<file path="config.mk">
export PLATFORM = sky130hd
export DESIGN_NAME = addpipe_ctrl
export DESIGN_NICKNAME = d
export VERILOG_FILES = /design/src/rtl/addpipe_pkg.sv /design/src/rtl/addpipe_vchain.sv /design/src/rtl/addpipe_ctrl.sv
export SDC_FILE = /design/constraint.sdc
export NUM_CORES = 1
export LEC_CHECK = 0
export CORE_AREA = 2 2 39 41
export CTS_BUF_LIST = sky130_fd_sc_hd__clkbuf_4 sky130_fd_sc_hd__clkbuf_8
export CTS_CLUSTER_SIZE = 10
export DETAILED_ROUTE_END_ITERATION = 7
export DIE_AREA = 0 0 41 43
export DONT_BUFFER_PORTS = 1
export GPL_ROUTABILITY_DRIVEN = 0
export RECOVER_POWER = 50
export SLEW_MARGIN = 0
export SYNTH_ARGS = -nofsm -noshare
export SYNTH_HDL_FRONTEND = slang
export SYNTH_SLANG_ARGS = --single-unit
</file>
<file path="constraint.sdc">
create_clock -name clk -period 2.45 [get_ports clk]
set_input_delay 0.245 -clock clk [delete_from_list [all_inputs] [get_ports clk]]
set_output_delay 0.245 -clock clk [all_outputs]
set_load 0.05 [all_outputs]
</file>
<file path="src/rtl/addpipe_pkg.sv">
// Shared types and constants for the adder-pipeline controller.
package addpipe_pkg;

    typedef enum logic [1:0] {
        ST_IDLE  = 2'd0,
        ST_RUN   = 2'd1,
        ST_DRAIN = 2'd2,
        ST_FLUSH = 2'd3
    } addpipe_state_t;

    localparam int OPCNT_W        = 16;
    localparam int STAGES_DEFAULT = 4;

endpackage

</file>
<file path="src/rtl/addpipe_vchain.sv">
// Valid-bit shift chain for the adder pipeline plus per-stage load enables.
// The whole chain moves together (global stall); a bubble is never collapsed.
module addpipe_vchain
    import addpipe_pkg::*;
#(
    parameter int STAGES = STAGES_DEFAULT
) (
    input  logic              clk,
    input  logic              clr_i,
    input  logic              flush_i,
    input  logic              advance_i,
    input  logic              accept_i,
    output logic [STAGES-1:0] v_o,
    output logic [STAGES-1:0] v_next_o,
    output logic [STAGES-1:0] load_o
);

    logic [STAGES-1:0] v_q;
    logic [STAGES-1:0] v_d;

    // Next valid vector: emptied by flush, shifted on advance, otherwise held.
    always_comb begin
        v_d = v_q;
        if (flush_i) begin
            v_d = '0;
        end else if (advance_i) begin
            v_d = {v_q[STAGES-2:0], accept_i};
        end
    end

    // Valid-vector register with synchronous clear.
    always_ff @(posedge clk) begin
        if (clr_i) begin
            v_q <= '0;
        end else begin
            v_q <= v_d;
        end
    end

    // Stage i loads when the chain advances and stage i-1 holds a valid operand.
    always_comb begin
        load_o = '0;
        if (!clr_i && !flush_i) begin
            load_o[0] = accept_i;
            for (int i = 1; i < STAGES; i++) begin
                load_o[i] = advance_i & v_q[i-1];
            end
        end
    end

    assign v_o      = v_q;
    assign v_next_o = v_d;

endmodule

</file>
<file path="src/rtl/addpipe_ctrl.sv">
// Sequencing controller for a STAGES-deep adder pipeline: handshake, drain,
// flush and per-stage load/clear generation.
// Optional feature: define ADDPIPE_CTRL_STATS_EN to build the completed-operation
// counter; when undefined op_count is tied to zero and no counter flops exist.
module addpipe_ctrl
    import addpipe_pkg::*;
#(
    parameter int STAGES = STAGES_DEFAULT
) (
    input  logic                         clk,
    input  logic                         clr,
    input  logic                         in_valid,
    output logic                         in_ready,
    output logic                         out_valid,
    input  logic                         out_ready,
    input  logic                         flush,
    input  logic                         drain,
    output logic                         drain_done,
    output logic [STAGES-1:0]            stage_load,
    output logic [STAGES-1:0]            stage_clr,
    output logic [$clog2(STAGES+1)-1:0]  occupancy,
    output logic [OPCNT_W-1:0]           op_count
);

    localparam int OCC_W = $clog2(STAGES + 1);

    addpipe_state_t    state_q;
    addpipe_state_t    state_d;
    logic              advance;
    logic              accept;
    logic [STAGES-1:0] v_q;
    logic [STAGES-1:0] v_next;

    assign accept = in_valid & in_ready;

    addpipe_vchain #(
        .STAGES (STAGES)
    ) u_vchain (
        .clk       (clk),
        .clr_i     (clr),
        .flush_i   (flush),
        .advance_i (advance),
        .accept_i  (accept),
        .v_o       (v_q),
        .v_next_o  (v_next),
        .load_o    (stage_load)
    );

    // State register.
    always_ff @(posedge clk) begin
        if (clr) begin
            state_q <= ST_IDLE;
        end else begin
            state_q <= state_d;
        end
    end

    // Next-state logic; flush overrides every other transition.
    always_comb begin
        state_d = state_q;
        unique case (state_q)
            ST_IDLE: begin
                if (drain) begin
                    state_d = ST_DRAIN;
                end else if (accept) begin
                    state_d = ST_RUN;
                end
            end
            ST_RUN: begin
                if (drain) begin
                    state_d = ST_DRAIN;
                end else if (v_next == '0) begin
                    state_d = ST_IDLE;
                end
            end
            ST_DRAIN: begin
                if (v_q == '0) begin
                    state_d = ST_IDLE;
                end
            end
            ST_FLUSH: state_d = ST_IDLE;
            default:  state_d = ST_IDLE;
        endcase
        if (flush) begin
            state_d = ST_FLUSH;
        end
    end

    // Handshake and stage-control outputs; clr and flush mask everything.
    always_comb begin
        advance    = (state_q != ST_FLUSH) && (!v_q[STAGES-1] || out_ready);
        in_ready   = advance && ((state_q == ST_IDLE) || (state_q == ST_RUN)) && !flush && !clr;
        out_valid  = v_q[STAGES-1] && (state_q != ST_FLUSH) && !flush && !clr;
        drain_done = (state_q == ST_DRAIN) && (v_q == '0) && !flush && !clr;
        stage_clr  = (clr || flush) ? {STAGES{1'b1}} : {STAGES{1'b0}};
    end

    // Population count of the registered valid vector.
    always_comb begin
        occupancy = '0;
        for (int i = 0; i < STAGES; i++) begin
            occupancy = occupancy + OCC_W'(v_q[i]);
        end
    end

`ifdef ADDPIPE_CTRL_STATS_EN
    logic [OPCNT_W-1:0] op_count_q;

    // Completed-operation counter, wraps naturally at 2^OPCNT_W.
    always_ff @(posedge clk) begin
        if (clr) begin
            op_count_q <= '0;
        end else if (out_valid && out_ready) begin
            op_count_q <= op_count_q + 1'b1;
        end
    end

    assign op_count = op_count_q;
`else
    assign op_count = '0;
`endif

endmodule

</file>
Word level (Yosys, flattened, before mapping)
Index checks and enable logic that the tools add are counted.
- word-level logic and storage cells: 48
- register bits: 6
- output and inout port bits: 30
- bitwise logic cells: 4
- multiplexer cells: 11
- reductions and logical operators: 21
- equal/unequal tests: 7
- add/sub/neg operators: 3
- operator list (cell ; number):
    two-way mux 4 bit ; 4
    two-way mux 2 bit ; 6
    logical AND 1 bit ; 11
    zero test 4 bit ; 2
    one-hot mux 2 bit (4 select lines) ; 1
    AND 1 bit ; 4
    == test 2 bit (second input constant) ; 2
    inequality test 4 x 3 -> 1 bit (second input constant) ; 1
    inequality test 4 bit (second input constant) ; 1
    adder 2 x 1 -> 3 bit ; 1
    adder 3 x 1 -> 3 bit ; 1
    zero test 1 bit ; 3
    logical OR 1 bit ; 3
    inequality test 3 x 2 -> 1 bit (second input constant) ; 1
    AND reduction 3 bit ; 1
    adder 1 x 1 -> 2 bit ; 1
    == test 2 x 1 -> 1 bit (second input constant) ; 1
    zero test 2 bit ; 1
    inequality test 2 bit (second input constant) ; 1

Longest topological paths before layout
- word-level depth: 14
- mapped depth: 5
- gate-level depth less buffers: 5

Cells and area by module
A second synthesis with hierarchy kept.
- cells, all modules: 74
- area total of the unflattened synthesis: 610.6 µm²
- modules (own cells, without submodules) (module ; times used ; cells an instance ; area an instance (µm²) ; sequential area each (µm²)):
    addpipe_ctrl ; 1 ; 51 ; 392.9 ; 40.0
    addpipe_vchain ; 1 ; 23 ; 217.7 ; 80.1

Worst setup path before layout
OpenSTA, ideal clock, no wires.
- path kind: input port to output port
- from: input port flush
- to: output port drain_done
- stages: 3
- setup slack: -108 ps
- arrival: 2313 ps
- required time: 2205 ps
- path buffers: 1
- cell sequence: or2_1 -> buf_6 -> nor4b_1
- longest elaborated chain between the ends: 3
- ends and longest elaborated chain (element ; RTL line ; text):
    start, declared ; addpipe_ctrl.sv:16 ; input logic flush,
    zero test 1 bit ; addpipe_ctrl.sv:94 ; drain_done = (state_q == ST_DRAIN) && (v_q == '0) && !flush && !clr;
    logical AND 1 bit (2 in a row) ; addpipe_ctrl.sv:94 ;
    end, declared ; addpipe_ctrl.sv:18 ; output logic drain_done,
No other way between the ends.

Worst setup path after layout
- from: register u_vchain.v_q[3] (netlist: u_vchain.v_o[3])
- to: output port occupancy[1]
- longest elaborated chain between the ends: 1
- ends and longest elaborated chain (element ; RTL line ; text):
    start, declared ; addpipe_vchain.sv:18 ; logic [STAGES-1:0] v_q;
    start signal, assigned ; addpipe_vchain.sv:36 ; v_q <= v_d;
    adder 3 x 1 -> 3 bit ; addpipe_ctrl.sv:102 ; occupancy = occupancy + OCC_W'(v_q[i]);
    end, declared ; addpipe_ctrl.sv:21 ; output logic [$clog2(STAGES+1)-1:0] occupancy,
No other way between the ends.

==> out/results.tsv <==
stage	metric	value	unit
final_layout	layout_common_cells	conb_1 (16), inv_1 (9), nand2_1 (8)	
timing	hold_viol_final	0	
clocking	cts_max_level	1	
setup_path	cp.buffers_inverters	2	
drt	drtAntennaViolNets	0	
setup_path	path_max_fanout	7	
hold_path	whs_endpoint	state_q[1]$_SDFFE_PP0P_	
floorplanning	die_h	43	µm
drt	first_iter_violations	6	
drt	drt_wl_total	956	µm
synthesis	synth.area.top_cells	buf_4 (24%), dfxtp_1 (21%), ha_1 (6.4%)	
clocking	clk_path_buf_depth	2	
final_layout	area_growth	-4.72	%
setup_path	r2r_end	state_q[0]$_SDFFE_PP0P_	
synthesis	synth_top_cell_by_area	buf_4	
synthesis	netlist_instances	75	
setup_path	slowest_delay	550	ps
setup_path	cp_data_required_time	2200	ps
synthesis	ys_seq_elements	6	
synthesis	synth_area	583	µm²
timing	worst_slew_pin_slew	1070	ps
synthesis	ys_types	24	
setup_path	r2r-start	u_vchain.v_o[3]$_SDFF_PP0_	
power	pwr_density_cell	525	nW/µm²
timing	finalCritPeriodShare	93.6	%
timing	fin_tns_setup	0	ps
global_route	antenna_found_initial	0	
run	drv_cap	0	
global_route	grt_pass1_vias	383	
clocking	cts_hold_buf	0	
synthesis	yosysSeqAreaShare	20.6	%
floorplanning	start_util	42.1	%
timing	min_period	2290	ps
global_route	grt_overflow	0	
setup_path	worst_setup_path_end_kind	output port	
floorplanning	core_area	1380	µm²
setup_path	crit_start	u_vchain.v_o[3]$_SDFF_PP0_	
outcome	status	completed	
final_layout	fin_nets	89	
setup_path	worstSetupPathType	reg2out	
clocking	cts_buffers	3	
drt	dr.pass1.iters	2	
floorplanning	ios	36	
setup_path	slowest_stage	ha_1	
drt	drc	0	
setup_path	r2r_slack	1320	ps
final_layout	drive_gt1_share	13.0	%
clocking	postCtsResizedCells	0	
clocking	clk_pin_slew	40	ps
final_layout	n_fill_cell	157	
clocking	cts_post_setup_buffers_inserted	0	
setup_path	start_kind	register	
timing	setup_viol	0	
hold_path	timing.hold.worst.class	in2reg	
synthesis	netlist.area_leader.share	24.5	%
final_layout	layout_commonest_cell	conb_1	
placement	place_area	542	µm²
placement	place_hpwl	763	µm
power	peakVddDrop	240	µV
synthesis	synth.avg_cell_area	7.77	µm²
final_layout	postLayoutCellArea	556	µm²
hold_path	hold_start	clr	
timing	slew_headroom	28.9	%
setup_path	cp_cell_sequence	inv_1, fa_1, inv_1, ha_1, ha_1	
clocking	clock-sinks	6	
global_route	grt_max_degree	10	
floorplanning	die_w	41	µm
setup_path	crit_family	adder cells	
clocking	clock_latency	240	ps
timing	report.final.slew_viol_count	0	
timing	fin_skew	1.60	ps
drt	avgRoutedWirePerCell	10.3	µm
clocking	root_buffer	clkbuf_4	
drt	vias	418	
global_route	grt_pass1_wl	1510	µm
setup_path	cp.arrival	2050	ps
floorplanning	rows	14	
floorplanning	die_area	1760	µm²
hold_path	hold_depth	1	
placement	io_buffers	0	
synthesis	yosys_warnings	0	
power	finalPower	0.292	mW
drt	vias_per_cell	4.49	
timing	fmax	436	MHz
final_layout	insertedDiodeCount	0	
global_route	track_usage	13.5	%
clocking	cts_tree	yes	
setup_path	ff2ff_path_depth	3	
power	power.leakage	0.296	nW
timing	rsz0062_at_grt	false	
[report_power, final]
part           switching (mW)  leakage [nW]  total [mW]  internal (mW)
logic                  0.0868         0.233      0.0972         0.0104
registers             0.00336        0.0489       0.104          0.101
clock network          0.0353        0.0138      0.0907         0.0554
[layout make-up]
class	count	area [µm²]	area share (%)
tap	16	20.0	3.60
inverter	9	33.8	6.08
sequential	6	120	21.6
multi-input combinational	55	332	59.7
timing repair buffer	4	27.5	4.95
clock buffer	3	22.5	4.05
[per-layer routing]
metal  track usage, %  vias up  wire length [µm]
met1             14.6      186               379
met3             6.28        2                94
met4             12.0        0                 9
met2             18.4       20               472
met5                0        -                 0
li1                 -      210                 -
[Yosys cell counts, drive strengths merged]
cell    count
nand2b      2
dfxtp       6
nand3b      1
nor2b       1
fa          1
conb        1
a22oi       1
a21oi       4
buf        20
o21ai       1
nor2        5
a21o        1
nor3        1
a31oi       1
a311oi      1
nand3       3
nor4b       1
ha          3
inv         9
nand2       8
and3        3
or2         1
[flip-flops by register name, summed over array words and instances (netlist names)]
register,cells
u_vchain.v_o,4
state_q,2
[worst register-to-register path, stage by stage (launching register included)]
cell and delay [ps]:
dfxtp_1 460, o21ai_0 160, a21o_1 180, a311oi_1 240
[kinds of logic (layout without fill, tap and decap cells)]
| logic type | count (synthesis) | in the layout | share of synthesized area, % |
|---|---|---|---|
| adders and majority gates | 4 | 4 | 9.87 |
| and+or+nand+nor | 26 | 26 | 24.2 |
| other | 1 | 16 | 0.643 |
| DFF | 6 | 6 | 20.6 |
| AOI/OAI and AO/OA | 9 | 9 | 12.4 |
| buffers and inverters | 29 | 16 | 32.2 |
[worst max-delay path by stage]
stage	cells after the start	end	slack, ps
2_1_floorplan	5	occupancy[1]	490
3_3_place_gp	5	occupancy[1]	420
3_5_place_dp	5	occupancy[1]	410
4_1_cts	5	occupancy[1]	140
5_1_grt	5	occupancy[1]	70
6_report	5	occupancy[1]	160
[through the flow]
step | util, % | std cells | worst slack [ps] | hold WS, ps
floorplan | - | 90 | 490 | 313
global placement | 39.2 | 90 | 422 | 318
detailed placement | 39.2 | 90 | 408 | 316
CTS | 40.8 | 93 | 139 | 51.4
global route | 40.1 | 93 | 71.3 | 53.4
finish | 40.1 | 93 | 157 | 64.1
(Power assumes the default switching activity.)
